==> config.mk <==
export PLATFORM = sky130hd
export DESIGN_NAME = jtag_ir_decoder_gen
export DESIGN_NICKNAME = d
export VERILOG_FILES = /design/src/rtl/jtag_ir_gen_pkg.sv /design/src/rtl/jtag_cmd_pulser.sv /design/src/rtl/jtag_ir_decoder_gen.sv
export SDC_FILE = /design/constraint.sdc
export NUM_CORES = 1
export LEC_CHECK = 0
export BUFFER_PORTS_ARGS = -buffer_cell sky130_fd_sc_hd__buf_4
export CORE_MARGIN = 1
export CORE_UTILIZATION = 50
export DETAILED_ROUTE_END_ITERATION = 8
export MAX_ROUTING_LAYER = met4
export PLACE_DENSITY = 0.7
export SLEW_MARGIN = 25
export SYNTH_ARGS = -nofsm -noshare
export SYNTH_HDL_FRONTEND = slang
export SYNTH_SLANG_ARGS = --single-unit
==> constraint.sdc <==
create_clock -name i_tck -period 1.6 [get_ports i_tck]
set_input_delay 0 -clock i_tck [delete_from_list [all_inputs] [get_ports i_tck]]
set_output_delay 0 -clock i_tck [all_outputs]
set_load 0.1 [all_outputs]
==> src/rtl/jtag_ir_gen_pkg.sv <==
// Opcode map, select/command index enums and the instruction decode function
// shared by the JTAG IR decoder and its command pulser.
package jtag_ir_gen_pkg;

  localparam int OP_W  = 5;
  localparam int IDX_W = 4;
  localparam int CNT_W = 4;

  localparam logic [OP_W-1:0] OP_IDCODE        = 5'h01;
  localparam logic [OP_W-1:0] OP_CONFIGURATION = 5'h02;
  localparam logic [OP_W-1:0] OP_EXTESTSER     = 5'h03;
  localparam logic [OP_W-1:0] OP_EXTESTDAC     = 5'h04;
  localparam logic [OP_W-1:0] OP_SAMPLE        = 5'h05;
  localparam logic [OP_W-1:0] OP_USERCODE      = 5'h06;
  localparam logic [OP_W-1:0] OP_STATUS        = 5'h07;
  localparam logic [OP_W-1:0] OP_DEBUG         = 5'h08;
  localparam logic [OP_W-1:0] OP_TRACE         = 5'h09;
  localparam logic [OP_W-1:0] OP_CALIB         = 5'h0A;
  localparam logic [OP_W-1:0] OP_PROG          = 5'h0B;
  localparam logic [OP_W-1:0] OP_ADDR          = 5'h0C;
  localparam logic [OP_W-1:0] OP_DATA          = 5'h0D;
  localparam logic [OP_W-1:0] OP_WRREG         = 5'h10;
  localparam logic [OP_W-1:0] OP_RDREG         = 5'h11;
  localparam logic [OP_W-1:0] OP_ECR           = 5'h12;
  localparam logic [OP_W-1:0] OP_RSTCORE       = 5'h13;
  localparam logic [OP_W-1:0] OP_HALT          = 5'h14;
  localparam logic [OP_W-1:0] OP_RESUME        = 5'h15;
  localparam logic [OP_W-1:0] OP_STEP          = 5'h16;
  localparam logic [OP_W-1:0] OP_FLUSH         = 5'h17;
  localparam logic [OP_W-1:0] OP_BYPASS        = 5'h1F;

  typedef enum logic [IDX_W-1:0] {
    SEL_BYPASS        = 4'd0,
    SEL_IDCODE        = 4'd1,
    SEL_CONFIGURATION = 4'd2,
    SEL_BSR_SER       = 4'd3,
    SEL_BSR_DAC       = 4'd4,
    SEL_SAMPLE        = 4'd5,
    SEL_USERCODE      = 4'd6,
    SEL_STATUS        = 4'd7,
    SEL_DEBUG         = 4'd8,
    SEL_TRACE         = 4'd9,
    SEL_CALIB         = 4'd10,
    SEL_PROG          = 4'd11,
    SEL_ADDR          = 4'd12,
    SEL_DATA          = 4'd13
  } sel_idx_e;

  typedef enum logic [IDX_W-1:0] {
    CMD_WRREG   = 4'd0,
    CMD_RDREG   = 4'd1,
    CMD_ECR     = 4'd2,
    CMD_RSTCORE = 4'd3,
    CMD_HALT    = 4'd4,
    CMD_RESUME  = 4'd5,
    CMD_STEP    = 4'd6,
    CMD_FLUSH   = 4'd7
  } cmd_idx_e;

  typedef enum logic {
    ST_IDLE  = 1'b0,
    ST_PULSE = 1'b1
  } pulse_state_e;

  typedef struct packed {
    logic             valid;
    logic             is_cmd;
    logic [IDX_W-1:0] index;
    logic             extest;
  } ir_dec_t;

  function automatic ir_dec_t sel_hit(input logic [IDX_W-1:0] idx, input logic ext);
    ir_dec_t d;
    d.valid  = 1'b1;
    d.is_cmd = 1'b0;
    d.index  = idx;
    d.extest = ext;
    return d;
  endfunction

  function automatic ir_dec_t cmd_hit(input logic [IDX_W-1:0] idx);
    ir_dec_t d;
    d.valid  = 1'b1;
    d.is_cmd = 1'b1;
    d.index  = idx;
    d.extest = 1'b0;
    return d;
  endfunction

  // Unlisted opcodes come back with valid=0 and are treated as illegal.
  function automatic ir_dec_t ir_decode(input logic [OP_W-1:0] op);
    ir_dec_t d;
    d = '0;
    case (op)
      OP_BYPASS:        d = sel_hit(SEL_BYPASS, 1'b0);
      OP_IDCODE:        d = sel_hit(SEL_IDCODE, 1'b0);
      OP_CONFIGURATION: d = sel_hit(SEL_CONFIGURATION, 1'b0);
      OP_EXTESTSER:     d = sel_hit(SEL_BSR_SER, 1'b1);
      OP_EXTESTDAC:     d = sel_hit(SEL_BSR_DAC, 1'b1);
      OP_SAMPLE:        d = sel_hit(SEL_SAMPLE, 1'b0);
      OP_USERCODE:      d = sel_hit(SEL_USERCODE, 1'b0);
      OP_STATUS:        d = sel_hit(SEL_STATUS, 1'b0);
      OP_DEBUG:         d = sel_hit(SEL_DEBUG, 1'b0);
      OP_TRACE:         d = sel_hit(SEL_TRACE, 1'b0);
      OP_CALIB:         d = sel_hit(SEL_CALIB, 1'b0);
      OP_PROG:          d = sel_hit(SEL_PROG, 1'b0);
      OP_ADDR:          d = sel_hit(SEL_ADDR, 1'b0);
      OP_DATA:          d = sel_hit(SEL_DATA, 1'b0);
      OP_WRREG:         d = cmd_hit(CMD_WRREG);
      OP_RDREG:         d = cmd_hit(CMD_RDREG);
      OP_ECR:           d = cmd_hit(CMD_ECR);
      OP_RSTCORE:       d = cmd_hit(CMD_RSTCORE);
      OP_HALT:          d = cmd_hit(CMD_HALT);
      OP_RESUME:        d = cmd_hit(CMD_RESUME);
      OP_STEP:          d = cmd_hit(CMD_STEP);
      OP_FLUSH:         d = cmd_hit(CMD_FLUSH);
      default:          d = '0;
    endcase
    return d;
  endfunction

endpackage

==> src/rtl/jtag_cmd_pulser.sv <==
// Two-state command pulser: a request accepted in IDLE drives one CMD line
// high for exactly CMD_PULSE_CYCLES cycles; requests seen while pulsing are ignored.
module jtag_cmd_pulser
  import jtag_ir_gen_pkg::*;
#(
  parameter int N_CMD            = 8,
  parameter int CMD_PULSE_CYCLES = 2
) (
  input  logic             i_clk,
  input  logic             i_rst_n,
  input  logic             i_clr,
  input  logic             i_req,
  input  logic [IDX_W-1:0] i_idx,
  output logic [N_CMD-1:0] o_cmd,
  output logic             o_busy
);

  localparam logic [CNT_W-1:0] CNT_LOAD = CNT_W'(CMD_PULSE_CYCLES - 1);

  pulse_state_e     r_state;
  logic [CNT_W-1:0] r_cnt;
  logic [N_CMD-1:0] r_cmd;
  logic [N_CMD-1:0] w_onehot;

  generate
    for (genvar gi = 0; gi < N_CMD; gi++) begin : g_onehot
      assign w_onehot[gi] = (i_idx == IDX_W'(gi));
    end
  endgenerate

  // r_cnt holds the number of high cycles still to come after the current one.
  always_ff @(posedge i_clk or negedge i_rst_n) begin
    if (!i_rst_n) begin
      r_state <= ST_IDLE;
      r_cnt   <= '0;
      r_cmd   <= '0;
    end else if (i_clr) begin
      r_state <= ST_IDLE;
      r_cnt   <= '0;
      r_cmd   <= '0;
    end else begin
      case (r_state)
        ST_IDLE: begin
          if (i_req) begin
            r_state <= ST_PULSE;
            r_cnt   <= CNT_LOAD;
            r_cmd   <= w_onehot;
          end
        end
        ST_PULSE: begin
          if (r_cnt == '0) begin
            r_state <= ST_IDLE;
            r_cmd   <= '0;
          end else begin
            r_cnt <= r_cnt - CNT_W'(1);
          end
        end
        default: begin
          r_state <= ST_IDLE;
          r_cnt   <= '0;
          r_cmd   <= '0;
        end
      endcase
    end
  end

  assign o_cmd  = r_cmd;
  assign o_busy = (r_state == ST_PULSE);

endmodule

==> src/rtl/jtag_ir_decoder_gen.sv <==
// JTAG instruction decoder: turns each UPDATE_IR strobe into a one-hot data
// register select, EXTEST mode, a command pulse, or an illegal-opcode event.
module jtag_ir_decoder_gen
  import jtag_ir_gen_pkg::*;
#(
  parameter int IR_WIDTH         = 5,
  parameter int N_SEL            = 14,
  parameter int N_CMD            = 8,
  parameter int CMD_PULSE_CYCLES = 2,
  parameter int ILL_CNT_WIDTH    = 8
) (
  input  logic                     i_tck,
  input  logic                     i_trst_n,
  input  logic [IR_WIDTH-1:0]      i_opcode,
  input  logic                     i_update_ir,
  input  logic                     i_tlr,
  output logic [N_SEL-1:0]         o_sel,
  output logic                     o_extest,
  output logic [N_CMD-1:0]         o_cmd,
  output logic                     o_cmd_busy,
  output logic                     o_illegal,
  output logic                     o_dropped,
  output logic [ILL_CNT_WIDTH-1:0] o_ill_cnt
);

  localparam logic [N_SEL-1:0] SEL_RST = N_SEL'(1) << SEL_BYPASS;

  logic                     r_rst_meta;
  logic                     r_rst_sync;
  logic                     w_rst_n;
  logic                     w_upper_zero;
  ir_dec_t                  w_dec;
  logic                     w_in_range;
  logic                     w_mapped;
  logic                     w_cmd_req;
  logic                     w_busy;
  logic [IDX_W-1:0]         w_sel_idx;
  logic [N_SEL-1:0]         w_sel_next;
  logic                     w_extest_next;
  logic [N_SEL-1:0]         r_sel;
  logic                     r_extest;
  logic                     r_illegal;
  logic                     r_dropped;
  logic [ILL_CNT_WIDTH-1:0] r_ill_cnt;

  // Assertion of TRSTn propagates at once; release takes two TCK edges.
  always_ff @(posedge i_tck or negedge i_trst_n) begin
    if (!i_trst_n) begin
      r_rst_meta <= 1'b0;
      r_rst_sync <= 1'b0;
    end else begin
      r_rst_meta <= 1'b1;
      r_rst_sync <= r_rst_meta;
    end
  end

  assign w_rst_n = r_rst_sync;

  // Opcodes wider than the 5-bit map are only recognised with zero upper bits.
  generate
    if (IR_WIDTH > OP_W) begin : g_wide_ir
      assign w_upper_zero = ~|i_opcode[IR_WIDTH-1:OP_W];
    end else begin : g_narrow_ir
      assign w_upper_zero = 1'b1;
    end
  endgenerate

  assign w_dec      = ir_decode(i_opcode[OP_W-1:0]);
  assign w_in_range = w_dec.is_cmd ? (32'(w_dec.index) < N_CMD)
                                   : (32'(w_dec.index) < N_SEL);
  assign w_mapped   = w_dec.valid & w_upper_zero & w_in_range;
  assign w_cmd_req  = i_update_ir & ~i_tlr & w_mapped & w_dec.is_cmd;

  assign w_sel_idx     = (w_mapped & ~w_dec.is_cmd) ? w_dec.index : SEL_BYPASS;
  assign w_extest_next = w_mapped & ~w_dec.is_cmd & w_dec.extest;

  generate
    for (genvar gi = 0; gi < N_SEL; gi++) begin : g_sel
      assign w_sel_next[gi] = (w_sel_idx == IDX_W'(gi));
    end
  endgenerate

  always_ff @(posedge i_tck or negedge w_rst_n) begin
    if (!w_rst_n) begin
      r_sel     <= SEL_RST;
      r_extest  <= 1'b0;
      r_illegal <= 1'b0;
      r_dropped <= 1'b0;
      r_ill_cnt <= '0;
    end else if (i_tlr) begin
      r_sel     <= SEL_RST;
      r_extest  <= 1'b0;
      r_illegal <= 1'b0;
      r_dropped <= 1'b0;
      r_ill_cnt <= '0;
    end else if (i_update_ir) begin
      r_sel    <= w_sel_next;
      r_extest <= w_extest_next;
      if (!w_mapped) begin
        r_illegal <= 1'b1;
        if (r_ill_cnt != '1) begin
          r_ill_cnt <= r_ill_cnt + ILL_CNT_WIDTH'(1);
        end
      end
      if (w_cmd_req && w_busy) begin
        r_dropped <= 1'b1;
      end
    end
  end

  jtag_cmd_pulser #(
    .N_CMD            (N_CMD),
    .CMD_PULSE_CYCLES (CMD_PULSE_CYCLES)
  ) u_pulser (
    .i_clk   (i_tck),
    .i_rst_n (w_rst_n),
    .i_clr   (i_tlr),
    .i_req   (w_cmd_req),
    .i_idx   (w_dec.index),
    .o_cmd   (o_cmd),
    .o_busy  (w_busy)
  );

  assign o_sel      = r_sel;
  assign o_extest   = r_extest;
  assign o_cmd_busy = w_busy;
  assign o_illegal  = r_illegal;
  assign o_dropped  = r_dropped;
  assign o_ill_cnt  = r_ill_cnt;

endmodule

==> results of run 1 <==
synthesized netlist by cell type (2+ instances only):
cell,count,area (sq um)
inv_1,3,11.3
or4_1,3,22.5
a22o_1,3,26.3
nand3b_1,2,15.0
or3_1,3,18.8
mux2_2,6,67.6
ha_1,3,37.5
a21o_1,2,15.0
clkbuf_1,12,45.0
nor4_1,4,25.0
or2_2,3,18.8
nand3_1,10,50.1
o21ai_0,12,60.1
a221oi_1,2,17.5
o31ai_1,6,45.0
and3_1,2,12.5
nor2_1,17,63.8
a22oi_1,3,22.5
nor2b_1,7,43.8
nand2b_1,5,31.3
and3b_1,3,26.3
a21oi_1,12,60.1
nor3_1,3,15.0
nand2_1,22,82.6
nor3b_2,2,25.0
dfrtp_1,39,976
layout make-up:
class | count | area, sq um
multi-input combinational | 149 | 1080
sequential | 40 | 1040
fill | 284 | 950
timing repair buffer | 68 | 524
clock buffer | 6 | 72.6
tap | 48 | 60.1
inverter | 3 | 11.3
clock inverter | 1 | 5.00
logic make-up (layout without fill, tap and decap cells):
family          count (synthesis)  after routing  synth area share, %
buf+inv                        16             78                 3.09
mux                             7              7                 3.91
other cells                     1              1                0.189
xor+xnor                        1              1                0.442
simple gates                   90             90                 24.5
fa+ha+maj                       3              3                 1.89
compound gates                 47             47                 15.4
flops                          40             40                 50.6
final timing paths:
path	end	slack (ns)	cells after the start
setup / recovery	o_ill_cnt[5]	-0.003	4
hold / removal	r_rst_meta	0.02	2
setup reg to reg	o_ill_cnt[5]	-0.003	4
hold reg to reg	o_sel[2]	0.29	1
max in group asynchronous	o_ill_cnt[4]	0.93	1
min in group i_tck	o_sel[13]	0.08	3
timing repair:
item | CTS | global route
hold buffers | 1 | 0
endpoints found under the hold margin | 2 | 0
endpoints found under the setup margin | 9 | 16
pin swaps | 2 | 10
resized for setup | 2 | 37
setup buffers | 4 | 5
gates cloned | 1 | 0
power by group through the flow:
stage	combinational (mW)	sequential [mW]	clock, mW
finish	0.416	1.05	0.637
detailed placement	0.359	1.07	0
global placement	0.349	1.07	0
global route	0.442	1.05	0.682
floorplan	0.136	1.19	0
CTS	0.374	1.05	0.639
routing by layer:
layer  vias to the layer above  part of all wire, %  GRT usage [%]
met2                        41                   51           41.3
met5                         -                    0              -
met4                         0                  1.7           11.9
met3                        10                  3.2           4.40
met1                       887                   44           33.8
li1                        855                    -              -
flip-flops by register name (all words and copies together) (netlist names):
register	cells
u_pulser.r_cnt	4
o_dropped	1
o_sel	14
o_ill_cnt	8
r_rst_meta	1
o_illegal	1
o_extest	1
r_rst_sync	1
u_pulser.o_cmd	8
u_pulser.o_busy	1
==> flow_summary.ini, run 1 <==
[power_and_ir_drop]
finalPower_mw = 2.10
max-vdd-ir-drop_mv = 0.641
comb_power_share_pct = 19.8
p_int_mw = 1.46
pwr-share-clk_pct = 30.3
p_leak_nw = 1.32
power.switching_mw = 0.642
cellPowerDensity_nw_per_um2 = 753
seq_power_share_pct = 49.9
switching_share_pct = 30.5

[sta]
relSlewSlack_pct = 65.7
finalSetupTns_ns = -0.00490
fin_ws_ns = -0.00283
fin_hold_ws_ns = 0.0162
skew_ns = 0.00466
fin_crit_ns = 1.60
worst_pin_slew_ns = 0.511
maxSlewViolCount = 0
fmax_mhz = 624
hold_viol = 0
grt_setup_unrepaired = true
setup_viol = 2
period_share_pct = 100

[yosys]
syn_area_per_cell_sq_um = 9.67
synth.distinct_cells = 42
syn_nets = 217
yosys_warnings = 0
synth-main-ff-cell = dfrtp_1
synth_cells = 205
yosysSeqAreaShare_pct = 50.6
async_reset_ff_share_pct = 100
synth_seq_cells = 40
netlist_area_sq_um = 1980
synth_edf_count = 0

[global_routing]
grt_pass1_wl_mm = 8.07
grt_max_degree = 39
grt_pass1_vias = 1703
antenna_found_initial = 0
grtUsageTotal_pct = 26.5
gr-total-overflow = 0

[setup_path]
crit_chain = nor2b_2 -> nor3b_4 -> nor4_1 -> mux2_2
crit_path_start = o_ill_cnt[7]
crit_buf_inv = 0
cp-start-kind = flip-flop
cp.arrival_ns = 1.79
endpoint_kind = flip-flop
cp_slowest_stage_delay_ns = 0.47
path_class = flip-flop to flip-flop
cp.required_ns = 1.78
crit_slowest_cell = dfrtp_4
crit_family = simple AND/OR/NAND/NOR gates
timing.rr.start = o_ill_cnt[7]
path_max_fanout = 7

[placement]
hpwl_mm = 3.37
place_ws_ns = -0.191
dp_cells = 298
placed_cell_area_sq_um = 2500
io_buffer_count = 42
gp_congestion = 0.900

[cts]
cts_buffers = 5
htree_levels = 2
cts_tree = done
clock_sinks = 40
clk_pin_slew_worst_paths_ns = 0.07
clkLatencyLatePin_ns = 0.29
clockRootBuffer = clkbuf_8
cts_max_path_buffers = 2

[layout]
diodes = 0
final_nets = 279
area_growth_pct = 41.0
fin_area_sq_um = 2790
layout_commonest_cell = buf_4
utilization_pct = 74.6
final_cells = 315
drive_above_1_share_pct = 45.3
mostFrequentLayoutCells = buf_4, dfrtp_1, nor2_1, nand2_1, a21oi_1

[min_path]
hp-class = input port to async pin

[detailed_routing]
post_drt_wl_per_cell_microns = 16.4
wirelength_mm = 5.16
viasPerCell = 5.69
drt-initial-drc-count = 100
vias = 1793
firstDrtPassIters = 4
drc = 0
ant_nets = 0

[floorplan]
fp.dieH_microns = 65.0
ios = 43
core_sq_um = 3740
die-area_sq_um = 4220
start_util_pct = 52.9
rows = 22
die_width_microns = 65.0

[flow_run]
cap_violations = 0

[run_status]
violations = negative setup slack
status = complete, but fails checks
Power figures use the tool's default switching activity.
==> inputs of run 2 (changes only) <==
Settings changed: CORE_UTILIZATION 50 to 35, MAX_ROUTING_LAYER met4 to unset, PLACE_DENSITY 0.7 to 0.51, SYNTH_HIERARCHICAL set to 1.
==> flow_summary.ini, run 2 <==
[setup_path]
crit_path_start = u_pulser/r_cnt[0]
cp.required_ns = 1.78
timing.rr.start = u_pulser/r_cnt[0]
endpoint_kind = flip-flop
path_class = flip-flop to flip-flop
path_max_fanout = 8
cp-start-kind = flip-flop
r2r_slack_ns = 0.03
cp.arrival_ns = 1.75

[yosys]
yosys.cell_count.top_type = dfrtp_1
yosys-top-cells-area = dfrtp_1, nor2_1, a21oi_1
syn_area_per_cell_sq_um = 10.6
synth_edf_count = 0
synth_seq_cells = 40
synthMuxAreaShare_pct = 6.70
synthSimpleGateAreaFrac_pct = 23.9
synth_compound_area_share_pct = 15.3
yosys.area.top_type_share_pct = 46.7
synth-main-ff-cell = dfrtp_1
netlist_area_sq_um = 2090
synth_xor_area_share_pct = 0.419
synthAdderAreaFrac_pct = 1.80
yosys_warnings = 6
synthTopCellsByCount = dfrtp_1, nor2_1, nand2_1
synth.distinct_cells = 54
yosysSeqAreaShare_pct = 47.9
syn_nets = 210
synth_cells = 198
yosysTopAreaCell = dfrtp_1
async_reset_ff_share_pct = 100
synth_top_family_by_area = simple AND/OR/NAND/NOR gates

[placement]
hpwl_mm = 3.73
gp_congestion = 0.756
place_ws_ns = -0.103
io_buffer_count = 42

[layout]
drive_above_1_share_pct = 46.2
fill_cells = 538
diodes = 0
layout_commonest_cell = buf_4
mostFrequentLayoutCells = buf_4, dfrtp_1, nor2_1, nand2_1, a21oi_1
area_growth_pct = 42.5
final_nets = 288
largest_reg_flops = 14

[global_routing]
grt_pass1_vias = 1791
antenna_found_initial = 0
grt_pass1_wl_mm = 8.68
grt_max_degree = 32
gr-total-overflow = 0
grtUsageTotal_pct = 17.9

[floorplan]
rows = 27
die-area_sq_um = 6290
start_util_pct = 37.1
core_sq_um = 5640
die_width_microns = 79.3
ios = 43
fp.dieH_microns = 79.3

[power_and_ir_drop]
power.switching_mw = 0.679
comb_power_share_pct = 18.8
switching_share_pct = 27.9
pwr-share-clk_pct = 37.8
p_int_mw = 1.75
p_leak_nw = 1.38
max-vdd-ir-drop_mv = 0.506
seq_power_share_pct = 43.5
cellPowerDensity_nw_per_um2 = 816

[sta]
fin_hold_ws_ns = 0.0173
maxSlewViolCount = 0
fin_ws_ns = 0.0280
period_share_pct = 98.3
grt_setup_unrepaired = true
skew_ns = 0.00687
setup_viol = 0
fin_crit_ns = 1.57
hold_viol = 0
fmax_mhz = 636

[flow_run]
cap_violations = 0

[detailed_routing]
drt-initial-drc-count = 70
ant_nets = 0
firstDrtPassIters = 4
post_drt_wl_per_cell_microns = 14.6
viasPerCell = 5.13
drc = 0
vias = 1792
wirelength_mm = 5.09

[cts]
htree_levels = 2
clock_sinks = 40
clkLatencyLatePin_ns = 0.29
clk_pin_slew_worst_paths_ns = 0.08
cts_max_path_buffers = 2
cts_buffers = 5
clockRootBuffer = clkbuf_8
cts_tree = done

[min_path]
hp-class = input port to async pin

[run_status]
status = finished, final reports clean
[run 2: cell types whose count changed after synthesis, moves of 4 or more]
| cell | delta |
|---|---|
| o31ai_1 | -6 |
| nand3_1 | -5 |
| nor4_1 | -4 |
| o21ai_0 | -7 |
| clkbuf_1 | -4 |
| nand2_1 | -9 |
| a31oi_1 | +5 |
[run 2: stage by stage]
stage | instances | TNS (ns) | total power [mW] | util, % | instance area [sq um]
5_1_grt | 349 | -0.299 | 2.54 | 52.8 | 2980
4_1_cts | 348 | 0 | 2.46 | 52.4 | 2960
6_report | 349 | 0 | 2.43 | 52.8 | 2980
3_3_place_gp | 338 | -0.296 | 1.52 | 49.3 | 2780
3_5_place_dp | 338 | -0.383 | 1.52 | 49.3 | 2780
2_1_floorplan | 198 | -1.46 | 1.37 | - | 2140
[run 2: what timing repair did]
item / 4_1_cts / 5_1_grt
pin swaps: 2 / 6
hold buffers: 1 / 0
buffers inserted: 1 / 1
resized for setup: 9 / 4
endpoints found under the setup margin: 8 / 11
hold endpoints to repair: 2 / 0
gates cloned: 0 / 0
[run 2: routing by layer]
layer | vias up | GRT usage [%] | routed length [microns]
met3 | 5 | 4.37 | 174
met1 | 884 | 25.8 | 2610
met4 | 0 | 5.45 | 61
met5 | - | 0 | 0
met2 | 26 | 26.2 | 2250
li1 | 877 | - | -
[run 2: cells by family after synthesis]
group | count (synthesis)
buf+inv | 15
other cells | 1
fa+ha+maj | 3
compound gates | 43
mux | 12
flops | 40
xor+xnor | 1
simple gates | 83
[run 2: worst paths after layout]
check	to	cells after the start
max	u_pulser/o_cmd[7]	6
min	r_rst_sync	2
max reg2reg	u_pulser/o_cmd[7]	6
min reg2reg	o_illegal	0
max in group asynchronous	o_sel[0]	1
min in group i_tck	o_dropped	3
[run 2: final cells by class]
class / count / area (sq um) / area share, %
sequential: 40 / 1030 / 34.6
inverter: 4 / 15.0 / 0.504
multi-input combinational: 143 / 1070 / 36.0
tap: 72 / 90.1 / 3.02
clock buffer: 7 / 96.3 / 3.23
timing repair buffer: 82 / 643 / 21.6
clock inverter: 1 / 30.0 / 1.01
[run 2: power by group through the flow]
stage	clock [mW]	sequential, mW	combinational [mW]
2_1_floorplan	0	1.22	0.151
3_3_place_gp	0	1.08	0.447
3_5_place_dp	0	1.08	0.446
4_1_cts	0.942	1.06	0.458
5_1_grt	0.989	1.06	0.489
6_report	0.918	1.06	0.456
[run 2: worst max-delay path, cell delays in order (launching register included)]
cell      delay, ns
dfrtp_1        0.37
inv_2          0.06
ha_4           0.16
nor3b_4        0.16
a211oi_4       0.24
buf_12         0.17
mux2_4         0.30
==> inputs of run 3 (changes only) <==
Settings changed: PLACE_DENSITY 0.51 to unset.
==> flow_summary.ini, run 3 (synthesis results as in run 2) <==
[global_routing]
top_usage_layer = met2
grt_max_degree = 30
grt_util_met2_pct = 25.4
gr-total-overflow = 0
use_met1_pct = 24.2
use_met3_pct = 3.33
grt_pass1_wl_mm = 8.17
grtUsageTotal_pct = 16.9
grt_pass1_vias = 1700
antenna_found_initial = 0

[layout]
drive_above_1_share_pct = 44.9
final_cells = 344
layout_commonest_cell = buf_4
area_growth_pct = 38.4
largest_reg_flops = 14
utilization_pct = 51.3
final_nets = 283
diodes = 0
mostFrequentLayoutCells = buf_4, dfrtp_1, nor2_1, nand2_1, a21oi_1

[placement]
dp_cells = 334
io_buffer_count = 42
place_ws_ns = -0.0706
hpwl_mm = 3.62
gp_congestion = 0.768

[cts]
cts_max_path_buffers = 2
clkLatencyLatePin_ns = 0.29
cts_buffers = 5
clock_sinks = 40
cts_tree = done
clockRootBuffer = clkbuf_8
clk_pin_slew_worst_paths_ns = 0.08
htree_levels = 2

[detailed_routing]
drt-initial-drc-count = 71
post_drt_wl_per_cell_microns = 14.2
viasPerCell = 5.16
ant_nets = 0
firstDrtPassIters = 4
drc = 0
vias = 1775
wirelength_mm = 4.88

[setup_path]
crit_path_start = u_pulser/r_cnt[1]
path_max_fanout = 8
cp_slowest_stage_delay_ns = 0.36
cp.required_ns = 1.77
crit_chain = inv_2 -> ha_4 -> nor3b_4 -> a211oi_4 -> buf_12 -> mux2_4
endpoint_kind = flip-flop
path_class = flip-flop to flip-flop
cp-start-kind = flip-flop
cp.arrival_ns = 1.75
crit_slowest_cell = dfrtp_1
timing.rr.start = u_pulser/r_cnt[1]
reg2reg_depth = 6

[floorplan]
core_sq_um = 5640
start_util_pct = 37.1
rows = 27
die-area_sq_um = 6290
fp.dieH_microns = 79.3
ios = 43
die_width_microns = 79.3

[run_status]
status = finished, final reports clean

[power_and_ir_drop]
comb_power_share_pct = 21.3
seq_power_share_pct = 49.3
pwr-share-clk_pct = 29.4
p_leak_nw = 1.33
cellPowerDensity_nw_per_um2 = 738
p_int_mw = 1.50
max-vdd-ir-drop_mv = 0.404
power.switching_mw = 0.633
switching_share_pct = 29.6

[flow_run]
cap_violations = 0

[sta]
worst_pin_slew_ns = 0.543
skew_ns = 0.00536
fin_crit_ns = 1.58
relSlewSlack_pct = 63.6
fmax_mhz = 634
maxSlewViolCount = 0
fin_ws_ns = 0.0234
finalSetupTns_ns = 0
period_share_pct = 98.5
setup_viol = 0
hold_viol = 0
grt_setup_unrepaired = true

[min_path]
hp-class = input port to async pin
run 3: cell types whose count changed in the layout (fill, tap and decap cells not counted), sizes merged:
| cell | delta |
|---|---|
| bufinv | -1 |
| clkinv | +1 |
| buf | -5 |
run 3: metal layers:
metal,vias to the layer above,routed length [microns]
met5,-,0
met2,30,2280
met3,4,164
met4,0,52
li1,868,-
met1,873,2380
run 3: per-stage QoR:
step	hold WS [ns]	power, mW	cell area [sq um]
2_1_floorplan	-0.296	1.37	2140
3_3_place_gp	-0.217	1.51	2740
3_5_place_dp	-0.216	1.51	2740
4_1_cts	0.0101	2.16	2870
5_1_grt	0.0246	2.25	2890
6_report	0.0263	2.14	2890
run 3: power groups by stage:
stage	sequential (mW)	clock [mW]	combinational (mW)
CTS	1.05	0.658	0.453
floorplan	1.22	0	0.151
detailed placement	1.07	0	0.441
global placement	1.07	0	0.439
global route	1.06	0.707	0.488
finish	1.05	0.628	0.455
run 3: timing repair:
item                       4_1_cts  5_1_grt
hold buffers                     1        0
setup endpoints to repair        8       11
hold endpoints to repair         2        0
buffers inserted                 1        0
pin swaps                        2        4
resized for setup                9        6
run 3: area by class of cell:
type	instances	area, sq um
Clock buffer	7	76.3
Multi-Input combinational cell	143	1080
Clock inverter	1	5.00
Fill cell	532	2750
Tap cell	72	90.1
Inverter	4	15.0
Sequential cell	40	1030
Timing Repair Buffer	77	593
run 3: worst paths after layout:
kind	to	slack (ns)
setup reg to reg	u_pulser/o_cmd[7]	0.02
setup / recovery	u_pulser/o_cmd[7]	0.02
hold / removal	r_rst_meta	0.03
hold reg to reg	o_sel[4]	0.21
min in group i_tck	o_sel[11]	0.09
max in group asynchronous	u_pulser/o_busy	1.10
run 3: critical path: cells and delay by family, from the launching register on:
kind / cells / cell delay (ns)
compound gates: 1 / 0.25
fa+ha+maj: 1 / 0.16
buf+inv: 2 / 0.23
flops: 1 / 0.36
mux: 1 / 0.30
simple gates: 1 / 0.15
